<file path="src/rtl/triangle_wave_monitor.sv">
// Triangle wave monitor: tracks slope direction of a sampled wave and
// recovers peak, trough and trough-to-trough period in accepted samples.
module triangle_wave_monitor #(
  parameter int unsigned WIDTH        = 4,
  parameter int unsigned PERIOD_WIDTH = 16
) (
  input  logic                    clk,
  input  logic                    rst,
  input  logic                    enable,
  input  logic [WIDTH-1:0]        wave_in,
  output logic [WIDTH-1:0]        high_out,
  output logic [WIDTH-1:0]        low_out,
  output logic [PERIOD_WIDTH-1:0] period_out,
  output logic                    dir_out,
  output logic                    valid_out,
  output logic                    locked_out
);

  typedef enum logic [1:0] {
    IDLE    = 2'd0,
    PRIMED  = 2'd1,
    RISING  = 2'd2,
    FALLING = 2'd3
  } state_t;

  localparam logic [PERIOD_WIDTH-1:0] CNT_MAX = '1;

  state_t                  state_q, state_d;
  logic [WIDTH-1:0]        prev_q, prev_d;
  logic [PERIOD_WIDTH-1:0] cnt_q, cnt_d;
  logic [WIDTH-1:0]        high_q, high_d;
  logic [WIDTH-1:0]        low_q, low_d;
  logic [PERIOD_WIDTH-1:0] period_q, period_d;
  logic                    dir_q, dir_d;
  logic                    valid_q, valid_d;
  logic                    locked_q, locked_d;
  logic                    seen_q, seen_d;   // a trough has been detected since reset

  // Next-state: slope tracking, extreme capture and period counting on accepted samples.
  always_comb begin
    state_d  = state_q;
    prev_d   = prev_q;
    cnt_d    = cnt_q;
    high_d   = high_q;
    low_d    = low_q;
    period_d = period_q;
    locked_d = locked_q;
    seen_d   = seen_q;
    valid_d  = 1'b0;
    if (enable) begin
      prev_d = wave_in;
      cnt_d  = (cnt_q == CNT_MAX) ? cnt_q : cnt_q + PERIOD_WIDTH'(1);
      unique case (state_q)
        IDLE: state_d = PRIMED;
        PRIMED: begin
          if (wave_in > prev_q)      state_d = RISING;
          else if (wave_in < prev_q) state_d = FALLING;
        end
        RISING: begin
          if (wave_in < prev_q) begin
            high_d  = prev_q;
            state_d = FALLING;
          end
        end
        FALLING: begin
          if (wave_in > prev_q) begin
            low_d   = prev_q;
            state_d = RISING;
            // Detecting sample opens the new period.
            cnt_d   = PERIOD_WIDTH'(1);
            seen_d  = 1'b1;
            if (seen_q) begin
              period_d = cnt_q;
              valid_d  = 1'b1;
              locked_d = 1'b1;
            end
          end
        end
        default: state_d = IDLE;
      endcase
    end
    dir_d = (state_d == RISING);
  end

  // State and output registers.
  always_ff @(posedge clk or posedge rst) begin
    if (rst) begin
      state_q  <= IDLE;
      prev_q   <= '0;
      cnt_q    <= '0;
      high_q   <= '0;
      low_q    <= '0;
      period_q <= '0;
      dir_q    <= 1'b0;
      valid_q  <= 1'b0;
      locked_q <= 1'b0;
      seen_q   <= 1'b0;
    end else begin
      state_q  <= state_d;
      prev_q   <= prev_d;
      cnt_q    <= cnt_d;
      high_q   <= high_d;
      low_q    <= low_d;
      period_q <= period_d;
      dir_q    <= dir_d;
      valid_q  <= valid_d;
      locked_q <= locked_d;
      seen_q   <= seen_d;
    end
  end

  assign high_out   = high_q;
  assign low_out    = low_q;
  assign period_out = period_q;
  assign dir_out    = dir_q;
  assign valid_out  = valid_q;
  assign locked_out = locked_q;

endmodule

</file>
<file path="config.mk">
export PLATFORM = sky130hd
export DESIGN_NAME = triangle_wave_monitor
export DESIGN_NICKNAME = d
export VERILOG_FILES = /design/src/rtl/triangle_wave_monitor.sv
export SDC_FILE = /design/constraint.sdc
export NUM_CORES = 1
export LEC_CHECK = 0
export CAP_MARGIN = 0
export CORE_MARGIN = 8
export CORE_UTILIZATION = 57
export DETAILED_ROUTE_END_ITERATION = 8
export HOLD_SLACK_MARGIN = 0.02
export PLACE_DENSITY_LB_ADDON = 0.2
export SLEW_MARGIN = 20
export SYNTH_ARGS = -nofsm -noshare
export SYNTH_HDL_FRONTEND = slang
export SYNTH_SLANG_ARGS = --single-unit
</file>
<file path="constraint.sdc">
create_clock -name clk -period 6.4 [get_ports clk]
set_clock_uncertainty 0.2 [all_clocks]
set_input_delay 1.92 -clock clk [delete_from_list [all_inputs] [get_ports clk]]
set_output_delay 1.92 -clock clk [all_outputs]
set_load 0.01 [all_outputs]
</file>
* Word-level counts from Yosys, hierarchy flattened
Index checks and enable logic that the tools add are counted.
W data, S select, Z words.
** Storage, ports and cells
- Flip-flop bits (word level) :: 50
- Bits of input ports :: 7
- Output and inout port bits :: 27
- Word-level logic and storage cells :: 34
** Cells by class
- Add/sub/neg operators :: 1
- $lt $le $gt $ge :: 2
- Eq/ne operators :: 5
- Multiplexer cells :: 12
- Reduce and logical (&&, ||, !) cells :: 4
** Operator list (number)
- $mux W16 :: 3
- $add A16 B1 Y16 const B :: 1
- $eq A16 B16 Y1 const B :: 1
- $mux W2 :: 4
- $pmux W2 S4 :: 1
- $eq A2 B2 Y1 const B :: 3
- $reduce_and A3 Y1 :: 2
- $gt A4 B4 Y1 :: 1
- $lt A4 B4 Y1 :: 1
- $mux W1 :: 4
- $reduce_and A4 Y1 :: 1
- $eq A2 B1 Y1 const B :: 1
- $logic_not A2 Y1 :: 1

* Longest topological paths before layout
- Word-level depth :: 6
- Mapped depth :: 9
- Depth with buffers taken out :: 7

* Worst setup path after synthesis
OpenSTA, ideal clock, no wires.
- Path type :: input to register
- From :: in wave_in[3]
- To :: reg period_q[2] (netlist: period_out[2])
- Library setup time :: 0.128 ns
- Arrival :: 3.481 ns
- Required time :: 6.072 ns
- Slack :: 2.592 ns
- Stages on the path :: 8
- Path buffers :: 2
- Path through :: ha_1 -> nand4_1 -> nand3_1 -> a211oi_2 -> and2_1 -> buf_6 -> buf_6 -> mux2_1
** On the way
- Longest elaborated chain between the ends :: 2
** RTL lines
- from (decl) :: RTL line 10 : input logic [WIDTH-1:0] wave_in,
- $gt A4 B4 Y1 :: RTL line 66 : if (wave_in > prev_q) begin
- $reduce_and A4 Y1 (no line)
- to (signal assigned) :: RTL line 104 : period_q <= period_d;
- to (decl) :: RTL line 33 : logic [PERIOD_WIDTH-1:0] period_q, period_d;
No other way between the ends.
A chain may end at the register's enable or synchronous reset.

* Worst setup path after layout
- From :: in wave_in[3]
- To :: reg period_q[13] (netlist: period_out[13])
The elaborated chain is that of the path after synthesis.

==> summary.md <==
| Metric | Value |
|---|---|
| Status | finished clean |
| Starting Density | 0.577 |
| Post-layout net count | 241 |
| Number of input and output port buffers inserted | 33 |
| Std-Cell Rows | 23 |
| Deepest clock path buffer count | 2 |
| Reg-to-reg startpoint | prev_q[3] |
| Type of the tightest min-delay check | flip-flop to flip-flop |
| Total of warnings raised by yosys | 0 |
| Final instance area | 2700 sq um |
| Clock edge transition at the registers on the reported setup and hold paths | 0.08 ns |
| Met3 routing resource usage after global routing | 0.0508 |
| Post-CTS setup buffer count | 0 |
| Mean instance size in the synthesized netlist | 11.6 sq um |
| Synth async-reset ratio | 1.00 |
| Met1 track demand over resource | 0.150 |
| Worst stage delay on the critical path | 0.69 ns |
| Total congestion overflow after global routing | 0 |
| Number of flops mapped to enable cells by yosys | 0 |
| Vertical die dimension | 78.9 um |
| Estimated wirelength of the detail-placed design | 3330 um |
| First-pass GRT wire length | 7630 um |
| Placer's final routability congestion estimate | 0.820 |
| Post-placement setup slack | 1.47 ns |
| Worst hold start | seen_q |
| DR DRC count | 0 |
| Via count normalized by instance count | 5.82 |
| Busiest layer in global routing | met2 |
| Root buffer selected by CTS | sky130_fd_sc_hd__clkbuf_8 |
| Share of power burned in the clock network | 0.210 |
| Total Routed Length | 4570 um |
| Total number of vias | 1618 |
| Horizontal extent of the die | 78.9 um |
| Portion of the clock cycle consumed by the worst path in the final layout | 0.722 |
| Total of max-cap violations | 0 |
| Overall track demand over capacity in global routing | 0.154 |
| Reported leakage power | 0.00122 uW |
| Instance count after placement with tap cells included | 272 |
| Final antenna-violating net count | 0 |
| Sequential cell area fraction in the yosys report | 0.554 |
| Final cell count without fillers | 278 |
| Final-layout worst hold slack | 0.268 ns |
| DR pass1 iterations | 4 |
| Worst max-slew margin expressed relative to the limit | 0.447 |
| Worst Path Class, Setup | input pin to flip-flop |
| CTS HTree Levels | 2 |
| Mapped cell area | 2260 sq um |
| Final WS setup | 1.78 ns |
| Combinational group share of total power | 0.287 |
| Pwr dens | 310 nW/um^2 |
| Maximum vdd ir drop | 0.000223 V |
| Cell-by-cell listing of the critical path | clkdlybuf4s50_1 -> ha_1 -> nand4_1 -> nand3_1 -> a211oi_2 -> buf_4 -> and2_1 -> mux2_2 |
| Initial antenna violation count | 0 |
| Synth Register Bits | 50 |
| Cell Area, Placed | 2620 sq um |
| Die ar. | 6230 sq um |
| Maximum operating frequency | 217 MHz |
| Insertion delay to the later sink of the worst-skew pair | 0.29 ns |
| Maximum number of pins on one net before global-route repair | 51 |
| CTS tree | yes |
| Cts bufs inserted | 5 |
| Relative contribution of sequential cells to total power | 0.503 |
| Vias in the first global route | 1725 |
| Quantity of hold-fixing buffers added after cts | 0 |
| Maximum fanout encountered on the critical timing path | 22 |
| Switching portion of total power | 0.294 |
| Count of antenna diodes in the layout | 0 |
| Met2 routing resource usage after global routing | 0.284 |
| Cells after synthesis | 194 |
| Critical path endpoint category | flip-flop |
| Most used flip-flop cell after synthesis | sky130_fd_sc_hd__dfrtp_1 |
| Most frequent cells in the layout | 50 x sky130_fd_sc_hd__dfrtp_1, 33 x sky130_fd_sc_hd__clkdlybuf4s50_1, 17 x sky130_fd_sc_hd__nor2_1, 17 x sky130_fd_sc_hd__mux2_2, 10 x sky130_fd_sc_hd__nand2_1 |
| I/O pin total | 34 |
| Number of DRC markers after the initial detailed-route iteration | 140 |
| Clock sinks | 50 |
| Final setup vio count | 0 |
| Min Tclk post-route | 4.62 ns |
| Setup TNS Final | 0 ns |
| Slew at the pin with the worst max-slew slack | 0.828 ns |
| Layout overhead on the synthesized area | 19.7% |
| Internal power component | 591 uW |
| Setup crit start kind | input pin |
| Required time reported for the critical path endpoint | 6.38 ns |
| Final Max Tran Viols | 0 |
| Data arrival time of the critical path | 4.60 ns |
| Crit-path slowest cell | sky130_fd_sc_hd__and2_1 |
| Unrepaired setup endpoints after global routing | no |
| Origin of the worst setup path | wave_in[3] |
| Cts repair resizes | 0 |
| Leading cell type in the layout, fill and taps excluded | sky130_fd_sc_hd__dfrtp_1 |
| Share of final-layout standard cells stronger than drive strength 1 | 0.149 |
| Core area | 3910 sq um |
| Number of failing hold endpoints at the final stage | 0 |
| Average wire per cell in the routed design | 16.4 um |
| Switch Pwr | 247 uW |
| Syn_nets | 206 |
| Netlist cell types | 36 |
kinds of logic after synthesis:
group	share of synthesized area
mux	0.129
fa+ha+maj	0.0277
xor+xnor	0.0233
flops	0.554
buf+inv	0.0338
simple gates	0.166
compound gates	0.0654
per-layer routing:
layer  share of wire  vias up  routed length [um]
li1                -      752                   -
met1            0.37      809                1710
met2            0.54       49                2470
met3           0.068        8                 310
met4           0.017        0                  79
met5               0        -                   0
metrics by stage:
step                      utilization  power, uW
after detailed placement        0.669        670
after CTS                       0.690        847
final                           0.691        838
after floorplan                     -        548
after global placement          0.669        654
after global routing            0.691        885
critical path, delay by kind of cell:
family	cells	cell delay [ns]
mux	1	0.42
simple gates	3	0.96
compound gates	1	0.21
buf+inv	2	0.73
fa+ha+maj	1	0.36
cell usage after synthesis, types with 2 or more instances:
master                    instances  share of area
sky130_fd_sc_hd__and4_1           3          0.012
sky130_fd_sc_hd__nand2_1         10          0.017
sky130_fd_sc_hd__or2_2            2         0.0055
sky130_fd_sc_hd__buf_6            2          0.010
sky130_fd_sc_hd__inv_1            8          0.013
sky130_fd_sc_hd__dfrtp_1         50           0.55
sky130_fd_sc_hd__nand4_1          7          0.019
sky130_fd_sc_hd__or3_1            3         0.0083
sky130_fd_sc_hd__buf_2            4         0.0089
sky130_fd_sc_hd__a21oi_1          9          0.020
sky130_fd_sc_hd__o21ai_0          9          0.020
sky130_fd_sc_hd__mux2_2          17          0.085
sky130_fd_sc_hd__and3_1           3         0.0083
sky130_fd_sc_hd__nor4_1           2         0.0055
sky130_fd_sc_hd__xor2_1           4          0.016
sky130_fd_sc_hd__nand3_1          9          0.020
sky130_fd_sc_hd__mux2_1           8          0.040
sky130_fd_sc_hd__xnor2_1          2         0.0078
sky130_fd_sc_hd__and2_1           2         0.0055
sky130_fd_sc_hd__nor3_1           4         0.0089
sky130_fd_sc_hd__nor2_1          17          0.028
sky130_fd_sc_hd__ha_1             5          0.028
sequential cells by signal, summed over array words and instances (netlist names):
signal      flops
cnt_q          16
period_out     16
high_out        4
low_out         4
prev_q          4
state_q         2
dir_out         1
locked_out      1
seen_q          1
valid_out       1
path summary, 6_finish.rpt:
| kind | depth (start not counted) | to | slack [ns] |
|---|---|---|---|
| max in group asynchronous | 2 | cnt_q[8] | 3.63 |
| worst min-delay path | 1 | seen_q | 0.27 |
| worst max register to register | 8 | period_out[13] | 3.44 |
| worst max-delay path | 8 | period_out[13] | 1.78 |
| min in group asynchronous | 2 | period_out[5] | 1.88 |
| worst min register to register | 1 | seen_q | 0.27 |
power by group through the flow:
stage,Sequential (uW),Clock (uW),Combinational [uW]
floorplan,437,0,110
global placement,422,0,232
detailed placement,428,0,243
CTS,422,181,244
global route,430,194,262
finish,421,176,240
area by class of cell:
| type | count | area, sq um |
|---|---|---|
| sequential | 50 | 1250 |
| fill | 310 | 1210 |
| multi-input combinational | 129 | 930 |
| timing repair buffer | 35 | 345 |
| clock buffer | 6 | 82.6 |
| tap | 50 | 62.6 |
| inverter | 8 | 31.3 |
(Power assumes the default switching activity.)
